===== src/rtl/wb_writeback_if.sv =====
// Bus between the MEM stage / data memory and the writeback unit.
// The master side drives instructions and load data. The slave side (the
// writeback unit) drives the register file write port, the timeout pulse and
// the retire counter.
interface wb_writeback_if #(
    parameter int CNT_WIDTH = 32
);
    logic                 in_valid;
    logic                 in_ready;
    logic [4:0]           in_rd;
    logic                 in_reg_write;
    logic                 in_mem_to_reg;
    logic [2:0]           in_funct3;
    logic [31:0]          in_alu_result;
    logic                 load_valid;
    logic [31:0]          load_data;
    logic                 reg_write;
    logic [4:0]           rd;
    logic [31:0]          write_back_data;
    logic                 load_timeout;
    logic [CNT_WIDTH-1:0] retire_count;

    modport master (
        output in_valid, in_rd, in_reg_write, in_mem_to_reg, in_funct3,
               in_alu_result, load_valid, load_data,
        input  in_ready, reg_write, rd, write_back_data, load_timeout,
               retire_count
    );

    modport slave (
        input  in_valid, in_rd, in_reg_write, in_mem_to_reg, in_funct3,
               in_alu_result, load_valid, load_data,
        output in_ready, reg_write, rd, write_back_data, load_timeout,
               retire_count
    );
endinterface


===== src/rtl/wb_writeback_unit.sv =====
// MEM/WB writeback stage. It accepts one retiring instruction per cycle and
// waits for load data when the result comes from memory. The load data is
// aligned and extended. The unit then presents one registered register-file
// write per instruction. All outputs are registered so that they are stable
// before the register file writes on the falling edge.
module wb_writeback_unit #(
    parameter int LOAD_TIMEOUT = 16,
    parameter int CNT_WIDTH    = 32
) (
    input  logic          clk,
    input  logic          rst_n,
    wb_writeback_if.slave wb
);
    typedef enum logic [1:0] {
        IDLE      = 2'd0,
        WAIT_LOAD = 2'd1,
        WRITE     = 2'd2
    } state_t;

    localparam logic [7:0] TMO_LAST = 8'(LOAD_TIMEOUT - 1);

    state_t               state_q;
    logic [7:0]           tmo_cnt_q;
    logic [4:0]           lat_rd_q;
    logic                 lat_reg_write_q;
    logic [2:0]           lat_funct3_q;
    logic [1:0]           lat_offset_q;
    logic                 reg_write_q;
    logic [4:0]           rd_q;
    logic [31:0]          wb_data_q;
    logic                 load_timeout_q;
    logic [CNT_WIDTH-1:0] retire_count_q;
    logic                 xfer;

    // Load alignment. Misaligned halfwords use only offset[1].
    // Unknown funct3 values behave like LW.
    function automatic logic [31:0] align_load(input logic [31:0] data,
                                               input logic [2:0]  funct3,
                                               input logic [1:0]  offset);
        logic [7:0]  byte_v;
        logic [15:0] half_v;
        logic [31:0] result;
        byte_v = data[{offset, 3'b000} +: 8];
        half_v = offset[1] ? data[31:16] : data[15:0];
        case (funct3)
            3'b000:  result = {{24{byte_v[7]}}, byte_v};
            3'b001:  result = {{16{half_v[15]}}, half_v};
            3'b100:  result = {24'd0, byte_v};
            3'b101:  result = {16'd0, half_v};
            default: result = data;
        endcase
        return result;
    endfunction

    assign wb.in_ready = (state_q == IDLE) || (state_q == WRITE);
    assign xfer        = wb.in_valid && wb.in_ready;

    // Control FSM plus all registered outputs. reg_write and load_timeout
    // default low, so each of them is a one-cycle pulse.
    always_ff @(posedge clk or negedge rst_n) begin
        if (!rst_n) begin
            state_q         <= IDLE;
            tmo_cnt_q       <= 8'd0;
            lat_rd_q        <= 5'd0;
            lat_reg_write_q <= 1'b0;
            lat_funct3_q    <= 3'd0;
            lat_offset_q    <= 2'd0;
            reg_write_q     <= 1'b0;
            rd_q            <= 5'd0;
            wb_data_q       <= 32'd0;
            load_timeout_q  <= 1'b0;
            retire_count_q  <= '0;
        end else begin
            reg_write_q    <= 1'b0;
            load_timeout_q <= 1'b0;
            if (reg_write_q) begin
                retire_count_q <= retire_count_q + 1'b1;
            end
            case (state_q)
                IDLE, WRITE: begin
                    if (xfer) begin
                        lat_rd_q        <= wb.in_rd;
                        lat_reg_write_q <= wb.in_reg_write;
                        lat_funct3_q    <= wb.in_funct3;
                        lat_offset_q    <= wb.in_alu_result[1:0];
                        if (wb.in_mem_to_reg) begin
                            state_q   <= WAIT_LOAD;
                            tmo_cnt_q <= 8'd0;
                        end else begin
                            state_q     <= WRITE;
                            rd_q        <= wb.in_rd;
                            wb_data_q   <= wb.in_alu_result;
                            reg_write_q <= wb.in_reg_write && (wb.in_rd != 5'd0);
                        end
                    end else begin
                        state_q <= IDLE;
                    end
                end
                WAIT_LOAD: begin
                    if (wb.load_valid) begin
                        state_q     <= WRITE;
                        rd_q        <= lat_rd_q;
                        wb_data_q   <= align_load(wb.load_data, lat_funct3_q, lat_offset_q);
                        reg_write_q <= lat_reg_write_q && (lat_rd_q != 5'd0);
                    end else if (tmo_cnt_q == TMO_LAST) begin
                        state_q        <= IDLE;
                        load_timeout_q <= 1'b1;
                    end else begin
                        tmo_cnt_q <= tmo_cnt_q + 8'd1;
                    end
                end
                default: state_q <= IDLE;
            endcase
        end
    end

    assign wb.reg_write       = reg_write_q;
    assign wb.rd              = rd_q;
    assign wb.write_back_data = wb_data_q;
    assign wb.load_timeout    = load_timeout_q;
    assign wb.retire_count    = retire_count_q;
endmodule


===== src/flat_wrapper.sv =====
// flat-port wrapper written by rule: the top's interface ports become plain ports
module wb_writeback_unit_flat 
#(
    parameter int LOAD_TIMEOUT = 16,
    parameter int CNT_WIDTH    = 32
)
  (clk, rst_n, wb_in_valid, wb_in_rd, wb_in_reg_write, wb_in_mem_to_reg, wb_in_funct3, wb_in_alu_result, wb_load_valid, wb_load_data, wb_in_ready, wb_reg_write, wb_rd, wb_write_back_data, wb_load_timeout, wb_retire_count);
  wb_writeback_if #(.CNT_WIDTH(CNT_WIDTH)) wb_i ();
  input  logic clk;
  input  logic rst_n;
  input wire logic [$bits(wb_i.in_valid)-1:0] wb_in_valid;
  input wire logic [$bits(wb_i.in_rd)-1:0] wb_in_rd;
  input wire logic [$bits(wb_i.in_reg_write)-1:0] wb_in_reg_write;
  input wire logic [$bits(wb_i.in_mem_to_reg)-1:0] wb_in_mem_to_reg;
  input wire logic [$bits(wb_i.in_funct3)-1:0] wb_in_funct3;
  input wire logic [$bits(wb_i.in_alu_result)-1:0] wb_in_alu_result;
  input wire logic [$bits(wb_i.load_valid)-1:0] wb_load_valid;
  input wire logic [$bits(wb_i.load_data)-1:0] wb_load_data;
  output wire logic [$bits(wb_i.in_ready)-1:0] wb_in_ready;
  output wire logic [$bits(wb_i.reg_write)-1:0] wb_reg_write;
  output wire logic [$bits(wb_i.rd)-1:0] wb_rd;
  output wire logic [$bits(wb_i.write_back_data)-1:0] wb_write_back_data;
  output wire logic [$bits(wb_i.load_timeout)-1:0] wb_load_timeout;
  output wire logic [$bits(wb_i.retire_count)-1:0] wb_retire_count;
  assign wb_i.in_valid = wb_in_valid;
  assign wb_i.in_rd = wb_in_rd;
  assign wb_i.in_reg_write = wb_in_reg_write;
  assign wb_i.in_mem_to_reg = wb_in_mem_to_reg;
  assign wb_i.in_funct3 = wb_in_funct3;
  assign wb_i.in_alu_result = wb_in_alu_result;
  assign wb_i.load_valid = wb_load_valid;
  assign wb_i.load_data = wb_load_data;
  assign wb_in_ready = wb_i.in_ready;
  assign wb_reg_write = wb_i.reg_write;
  assign wb_rd = wb_i.rd;
  assign wb_write_back_data = wb_i.write_back_data;
  assign wb_load_timeout = wb_i.load_timeout;
  assign wb_retire_count = wb_i.retire_count;
  wb_writeback_unit #(.LOAD_TIMEOUT(LOAD_TIMEOUT), .CNT_WIDTH(CNT_WIDTH)) u_core (.clk(clk), .rst_n(rst_n), .wb(wb_i));
endmodule

===== config.mk =====
export PLATFORM = sky130hd
export DESIGN_NAME = wb_writeback_unit_flat
export DESIGN_NICKNAME = d
export VERILOG_FILES = /design/src/rtl/wb_writeback_if.sv /design/src/rtl/wb_writeback_unit.sv /design/src/flat_wrapper.sv
export SDC_FILE = /design/constraint.sdc
export NUM_CORES = 1
export LEC_CHECK = 0
export CAP_MARGIN = 20
export CORE_MARGIN = 3
export CORE_UTILIZATION = 46
export CTS_BUF_LIST = sky130_fd_sc_hd__clkbuf_4 sky130_fd_sc_hd__clkbuf_8
export DETAILED_ROUTE_END_ITERATION = 16
export PLACE_DENSITY = 0.79
export REMOVE_ABC_BUFFERS = 1
export SYNTH_ARGS = -nofsm -noshare
export SYNTH_HDL_FRONTEND = slang
export SYNTH_SLANG_ARGS = --single-unit

===== constraint.sdc =====
create_clock -name clk -period 1.9 [get_ports clk]
set_clock_uncertainty 0.2 [all_clocks]
set_input_delay 0.38 -clock clk [delete_from_list [all_inputs] [get_ports clk]]
set_output_delay 0.38 -clock clk [all_outputs]
set_load 0.02 [all_outputs]

Word-level counts from Yosys, hierarchy flattened
Index checks and enable logic that the tools add are counted.
Word-level totals
  register bits: 92
  input bits: 78
Cells by class
  equality and inequality tests: 13
  multiplexer cells: 27
  add/subtract/negate cells: 2
  reductions and logical operators: 13
  shift operators: 1
Operators with widths (count)
  $pmux 32 s4: 1
  $mux 32: 3
  $pmux 32 s2: 1
  $add 32x1->32 const B: 1
  $mux 8: 4
  $shiftx 32x6->8: 1
  $mux 16: 1
  $pmux 8 s2: 1
  $mux 5: 3
  $ne 2x2->1 const B: 5
  $pmux 5 s2: 1
  $reduce_bool 5->1: 2
  $add 8x1->8 const B: 1
  $eq 8x4->1 const B: 1
  $mux 2: 4
  $eq 3x3->1 const B: 2
  $mux 1: 6
  $reduce_and 5->1: 1
  $pmux 2 s2: 1
  $reduce_and 4->1: 1
  $eq 3x1->1 const B: 1
  $logic_and 1x1->1: 3
  $logic_not 3->1: 1
  $ne 3x2->1 const B: 1
  other kinds (9): 9

Depth between registers and ports, before layout
Gate-level depths: netlist (run 1).
  depth after elaboration: 5
  depth in mapped cells: 7
  gate-level depth less buffers: 5

Worst setup path after synthesis (run 1)
OpenSTA, ideal clock, no wires.
  path type: register -> register
  from: register u_core.retire_count_q[0] (netlist: u_core.wb.retire_count[0])
  to: register u_core.retire_count_q[22] (netlist: u_core.wb.retire_count[22])
  setup time: 0.080 ns
  slack: 0.011 ns
  clock period less this slack: 1.889 ns
  cell stages (with the launch flop): 6
  data arrival time: 1.610 ns
  path through: dfrtp_1 > ha_1 > and4_1 > nand4_4 > nor4_2 > xor2_1
On the way
  longest elaborated chain between the ends: 1
Ends and longest elaborated chain
  start, declared: RTL line wb_writeback_unit.sv:32  | logic [CNT_WIDTH-1:0] retire_count_q;
  start signal, assigned: RTL line wb_writeback_unit.sv:77  | retire_count_q <= retire_count_q + 1'b1;
  $add 32x1->32: RTL line wb_writeback_unit.sv:77
Every way passes these cells.
A chain may end at the register's enable or synchronous reset.

Worst setup path after layout (run 1)
  from: register u_core.retire_count_q[0] (netlist: u_core.wb.retire_count[0])
  to: register u_core.retire_count_q[26] (netlist: u_core.wb.retire_count[26])
The elaborated chain is that of the path after synthesis.

==> out/results.tsv, run 1 <==
stage	metric	value	unit
place	numPortBuffers	149	
layout	area_growth	43.7	%
logic_synthesis	ys_types	54	
clock_tree	cts_max_level	3	
layout	final_cells	802	
logic_synthesis	post_synth_inst_count	479	
worst_hold_path	hold_path_end	u_core.wb.retire_count[30]	
clock_tree	clock_tree_from_tritoncts	built	
logic_synthesis	postSynthAreaPerCell	10.2	sq um
layout	final_design_area_no_fill	7050	sq um
drt	routed-via-count	4459	
floorplanning	die_height	109	um
floorplanning	die-width	109	um
clock_tree	clockRootBuffer	clkbuf_8	
outcome	status	finished, final reports clean	
worst_setup_path	worstPathArrival	1.96	ns
worst_setup_path	worst_setup_start_kind	flop	
global_route	grt_first_pass_wirelength	22200	um
timing	layout_worst_path_cycle_share	0.986	
worst_setup_path	timing.reg2reg.setup_slack	0.03	ns
timing	max_clock_freq	534	MHz
worst_setup_path	cp_max_fo	7	
job	number_of_maximum_capacitance_constraint_violations	0	
drt	route.detailed.drc	0	
place	placedCellCount	780	
timing	worst_pin_slew	0.533	ns
clock_tree	cts.path.max_buffers	2	
worst_setup_path	worst-r2r-cell-count	5	
drt	wirelength	14300	um
layout	finalNetCount	742	
global_route	antenna_found_initial	0	
logic_synthesis	ys_ff_latch	92	
place	place_hpwl	10500	um
worst_hold_path	worst_hold_startpoint	u_core.wb.retire_count[30]	
timing	timing_max_transition_violations_final	0	
global_route	grt_max_degree	93	
drt	via_per_inst	5.56	
worst_hold_path	min_delay_path_depth	1	
logic_synthesis	synth_async_sr_flop_share	1.00	
logic_synthesis	synth_area	4910	sq um
drt	drtIter0Drc	294	
clock_tree	worstSkewPairLatency	0.35	ns
floorplanning	placement_rows	37	
timing	hold_viol_final	0	
floorplanning	floorplan.core_area	10400	sq um
logic_synthesis	synthFlopType	dfrtp_1	
logic_synthesis	synth_enable_flop_cells	0	
timing	timing.max_slew.rel_slack	0.643	
drt	detailedRoute.firstPassIterationCount	5	
clock_tree	tritoncts.num_buffers	9	
timing	setup_viol_count_final	0	
place	routabilityCongestion	0.894	
power	leakage	3.25	nW
worst_setup_path	worst_setup_path_end_kind	flop	
timing	period_minus_slack	1.87	ns
logic_synthesis	ys.warnings.count	0	
floorplanning	dieArea	11900	sq um
timing	hold-worst-slack	0.290	ns
layout	fill_cells	868	
worst_setup_path	crit-reg2reg-launch	u_core.wb.retire_count[0]	
global_route	grt.overflow.total	0	
logic_synthesis	synth.yosys.seq_area_share	0.469	
clock_tree	clk_pin_slew_worst_paths	0.09	ns
layout	drive_above_1_share	0.177	
layout	multi_input_area	2450	sq um
power	vdd_ir_drop_max	0.472	mV
worst_setup_path	criticalPathCategory	flop to flop	
worst_setup_path	worst_ep_required_time	1.98	ns
worst_hold_path	hp-class	flop to flop	
power	cellPowerDensity	853	nW/um^2
layout	finish.utilization	0.680	
timing	grt_setup_unrepaired	yes	
floorplanning	initial_core_util	0.473	
drt	drt-wirelength-per-cell	17.8	um
global_route	grt_pass1_vias	4537	
timing	fin_tns_setup	0	ns
drt	final_antenna_net_count	0	
global_route	grtUsageTotal	0.238	
worst_setup_path	rr_endpoint	u_core.wb.retire_count[26]	
place	placed_area	6800	sq um
layout	antenna_cells	0	
floorplanning	boundaryPins	150	
layout	area.sequential	2300	sq um
clock_tree	cts.sink_count	92	
-- routing by layer --
metal  wire length (um)  GRT usage
met1               5940      0.311
met2               7110      0.404
met3                950     0.0379
met4                262     0.0766
met5                  0          0
-- cell families after synthesis --
group / count (synthesis) / synth area share
xor gates and xnor gates: 34 / 0.0607
muxes: 22 / 0.0502
and+or+nand+nor: 193 / 0.230
AOI/OAI and AO/OA: 97 / 0.144
adders and majority gates: 2 / 0.00510
DFF: 92 / 0.469
buffers and inverters: 39 / 0.0400
-- stage by stage --
step / power [mW] / setup slack [ns]
2_1_floorplan: 3.61 / -0.928
3_3_place_gp: 4.78 / -0.107
3_5_place_dp: 4.85 / -0.161
4_1_cts: 6.01 / 0.00329
5_1_grt: 6.32 / -0.0740
6_report: 6.01 / 0.0267
-- cell usage in the layout (no fill, tap or decap), types with 15 or more instances in the layout --
master	n
a211oi_1	24
a21oi_1	19
buf_4	45
clkdlybuf4s50_1	77
dfrtp_1	91
dlygate4sd2_1	70
nand2_1	44
nor2_1	37
nor3_1	26
xnor2_1	19
xor2_1	15
-- repair_timing --
item / in CTS / in global routing
hold endpoints to repair: 92 / 0
pin swaps: 1 / 6
hold buffers: 1 / 0
resized for setup: 73 / 13
setup endpoints to repair: 83 / 36
buffers inserted: 0 / 6
-- how the worst max path moves through the flow --
| stage | endpoint | cells after the start | start |
|---|---|---|---|
| 4_1_cts | wb_write_back_data[30] | 1 | u_core.wb.write_back_data[30] |
| 3_3_place_gp | u_core.wb.write_back_data[17] | 5 | wb_in_valid |
| 2_1_floorplan | u_core.tmo_cnt_q[3] | 4 | u_core.state_q[0] |
| 5_1_grt | u_core.wb.retire_count[28] | 5 | u_core.wb.retire_count[0] |
| 6_report | u_core.wb.retire_count[26] | 5 | u_core.wb.retire_count[0] |
| 3_5_place_dp | u_core.wb.write_back_data[24] | 5 | wb_in_valid |
-- final cells by class --
type	instances	area share
inverters	9	0.00568
well taps	136	0.0241
flip-flops and latches	92	0.327
repair buffers	202	0.266
clock buffers	12	0.0225
multi-input cells	348	0.348
clock inverters	3	0.00657
-- power breakdown --
| group | total, mW | switching [mW] | internal (mW) |
|---|---|---|---|
| combinational | 2.11 | 1.16 | 0.947 |
| sequential | 2.53 | 0.239 | 2.29 |
| clock | 1.37 | 0.681 | 0.691 |
| total | 6.01 | 2.08 | 3.93 |
-- synthesized netlist by cell type (7+ instances only) --
cell       n  area share
a211o_1    7       0.012
a211oi_1  24       0.037
a21oi_1   19       0.019
a22oi_1    8       0.012
and3_1     7      0.0089
buf_2     11       0.011
clkbuf_1  11      0.0084
dfrtp_1   92        0.47
inv_1      8      0.0061
mux2_2    11       0.025
mux2i_1   10       0.020
nand2_1   44       0.034
nand3_1   13       0.013
nand4_1    8       0.010
nor2_1    37       0.028
nor2b_1   11       0.014
nor3_1    26       0.027
nor4_2     7       0.018
o21ai_0    7      0.0071
or3_1      7      0.0089
xnor2_1   19       0.034
xor2_1    15       0.027
-- critical path: stages, from the launching register on --
cell and delay (ns):
dfrtp_1 0.39, ha_2 0.19, and4_4 0.25, nand4_4 0.23, nor4_2 0.36, xor2_1 0.17
-- state kept, by name, summed over array words and instances, names as in the netlist --
name                       count
u_core.wb.retire_count        32
u_core.wb.write_back_data     32
u_core.tmo_cnt_q               8
u_core.lat_rd_q                5
u_core.wb.rd                   5
u_core.lat_funct3_q            3
u_core.lat_offset_q            2
u_core.state_q                 2
u_core.lat_reg_write_q         1
u_core.wb.load_timeout         1
u_core.wb.reg_write            1
Note: power is estimated with default switching activity, not from simulation.
==> inputs of run 2 (changes only) <==
--- a/config.mk
+++ b/config.mk
@@ -10,8 +10,10 @@
 export CORE_UTILIZATION = 46
 export CTS_BUF_LIST = sky130_fd_sc_hd__clkbuf_4 sky130_fd_sc_hd__clkbuf_8
 export DETAILED_ROUTE_END_ITERATION = 16
+export GPL_TIMING_DRIVEN = 0
 export PLACE_DENSITY = 0.79
 export REMOVE_ABC_BUFFERS = 1
+export SETUP_SLACK_MARGIN = 0.4
 export SYNTH_ARGS = -nofsm -noshare
 export SYNTH_HDL_FRONTEND = slang
 export SYNTH_SLANG_ARGS = --single-unit
==> out/results.tsv, run 2 (synthesis results as in run 1) <==
stage	metric	value	unit	change
outcome	status	finished, violations left		was finished, final reports clean
outcome	violated_checks	setup timing		
worst_hold_path	min_delay_path_depth	2		was 1
layout	antenna_cells	0		unchanged
worst_setup_path	rr_endpoint	u_core.wb.write_back_data[21]		was u_core.wb.retire_count[26]
timing	hold-worst-slack	0.222	ns	was 0.290 ns
timing	grt_setup_unrepaired	yes		unchanged
layout	drive_above_1_share	0.515		was 0.177
floorplanning	boundaryPins	150		unchanged
power	cellPowerDensity	816	nW/um^2	was 853 nW/um^2
drt	drtIter0Drc	471		was 294
worst_setup_path	worst_ep_required_time	1.95	ns	was 1.98 ns
drt	final_antenna_net_count	0		unchanged
layout	final_cell_mix	buf_4 (105), buf_6 (100), dfrtp_1 (80)		was dfrtp_1 (91), clkdlybuf4s50_1 (77), dlygate4sd2_1 (70)
clock_tree	clock_tree_from_tritoncts	built		unchanged
global_route	grt_pass1_vias	5376		was 4537
power	total_power	7.21	mW	was 6.01 mW
clock_tree	tritoncts.num_buffers	9		unchanged
clock_tree	cts.sink_count	92		unchanged
floorplanning	floorplan.core_area	10400	sq um	unchanged
timing	timing.max_slew.rel_slack	0.617		was 0.643
worst_setup_path	cp_max_fo	7		unchanged
floorplanning	placement_rows	37		unchanged
timing	worst_pin_slew	0.574	ns	was 0.533 ns
job	number_of_maximum_capacitance_constraint_violations	0		unchanged
power	leakage	4.10	nW	was 3.25 nW
worst_hold_path	worst_hold_startpoint	wb_in_rd[1]		was u_core.wb.retire_count[30]
timing	setup_viol_count_final	1		was 0
layout	area_growth	80.1	%	was 43.7%
worst_setup_path	worst_setup_path_end_kind	flop		unchanged
worst_setup_path	worst-r2r-cell-count	6		was 5
layout	layout_commonest_cell	buf_4		was dfrtp_1
clock_tree	clockRootBuffer	clkbuf_8		unchanged
place	numPortBuffers	149		unchanged
drt	detailedRoute.firstPassIterationCount	6		was 5
floorplanning	die-width	109	um	unchanged
place	place_hpwl	9820	um	was 10500 um
clock_tree	cts.path.max_buffers	2		unchanged
worst_setup_path	worstPathArrival	1.97	ns	was 1.96 ns
clock_tree	clk_pin_slew_worst_paths	0.10	ns	was 0.09 ns
drt	via_per_inst	5.94		was 5.56
layout	finalNetCount	848		was 742
power	vdd_ir_drop_max	0.527	mV	was 0.472 mV
timing	timing.final.ws_setup	-0.0128	ns	was 0.0267 ns
timing	layout_worst_path_cycle_share	1.01		was 0.986
global_route	antenna_found_initial	0		unchanged
timing	hold_viol_final	0		unchanged
worst_hold_path	hp-class	input pin to flop		was flop to flop
global_route	grt.overflow.total	0		unchanged
drt	wirelength	20200	um	was 14300 um
worst_setup_path	criticalPathCategory	flop to flop		unchanged
global_route	grtUsageTotal	0.314		was 0.238
timing	period_minus_slack	1.91	ns	was 1.87 ns
clock_tree	cts_max_level	3		unchanged
clock_tree	worstSkewPairLatency	0.38	ns	was 0.35 ns
worst_setup_path	crit-reg2reg-launch	u_core.state_q[0]		was u_core.wb.retire_count[0]
worst_hold_path	hold_path_end	u_core.lat_rd_q[1]		was u_core.wb.retire_count[30]
global_route	grt_max_degree	53		was 93
place	routabilityCongestion	0.841		was 0.894
drt	route.detailed.drc	0		unchanged
global_route	grt_first_pass_wirelength	28400	um	was 22200 um
worst_setup_path	timing.reg2reg.setup_slack	-0.01	ns	was 0.03 ns
timing	timing_max_transition_violations_final	0		unchanged
floorplanning	die_height	109	um	unchanged
worst_setup_path	worst_setup_start_kind	flop		unchanged
floorplanning	dieArea	11900	sq um	unchanged
drt	drt-wirelength-per-cell	22.3	um	was 17.8 um
timing	max_clock_freq	523	MHz	was 534 MHz
drt	routed-via-count	5404		was 4459
floorplanning	initial_core_util	0.473		unchanged
## run 2: how the worst max path moves through the flow
stage / start / endpoint / slack (ns)
floorplan: u_core.state_q[0] / u_core.tmo_cnt_q[3] / -0.93
global placement: rst_n / u_core.wb.write_back_data[17] / -3.07
detailed placement: wb_load_valid / u_core.wb.write_back_data[23] / -0.98
CTS: u_core.lat_offset_q[1] / u_core.wb.write_back_data[23] / 0.14
global route: u_core.state_q[0] / u_core.wb.write_back_data[21] / -0.06
finish: u_core.state_q[0] / u_core.wb.write_back_data[21] / -0.01
## run 2: power breakdown
| group | total, mW | switching, mW | internal [mW] |
|---|---|---|---|
| registers | 2.65 | 0.349 | 2.30 |
| logic | 3.26 | 1.52 | 1.73 |
| clock network | 1.31 | 0.718 | 0.589 |
| total | 7.21 | 2.59 | 4.62 |
## run 2: per-stage QoR
step	TNS (ns)	instances	cell area [sq um]	utilization	worst slack, ns
floorplan	-36.08	449	4750	-	-0.928
global placement	-376.55	734	6410	0.618	-3.07
detailed placement	-39.66	736	6470	0.624	-0.980
CTS	0	868	7970	0.768	0.143
global route	-0.136	909	8840	0.852	-0.0555
finish	-0.0128	909	8840	0.852	-0.0128
## run 2: layout make-up
type,count,area [sq um]
flip-flops and latches,92,2320
repair buffers,298,2940
clock inverters,1,7.51
fillers,514,1530
inverters,9,46.3
clock buffers,15,175
well taps,136,170
multi-input cells,354,3150
repair inverters,4,32.5
## run 2: timing repair
action,CTS,global route
endpoints found under the setup margin,156,206
setup buffers,106,39
endpoints found under the hold margin,40,0
hold buffers,1,0
pin swaps,46,41
resized for setup,501,148
gates cloned,9,2
## run 2: metal layers
layer,vias up,global-route usage,wire [um]
met5,-,0,0
met4,0,0.162,850
met3,76,0.0604,1530
met2,306,0.542,10500
met1,2687,0.371,7360
li1,2335,-,-
## run 2: critical path: stages, from the launching register on
cell,delay [ns]
dfrtp_2,0.45
nor2b_4,0.16
a21oi_4,0.47
clkinv_4,0.11
buf_4,0.20
nor2_1,0.14
a211oi_2,0.05
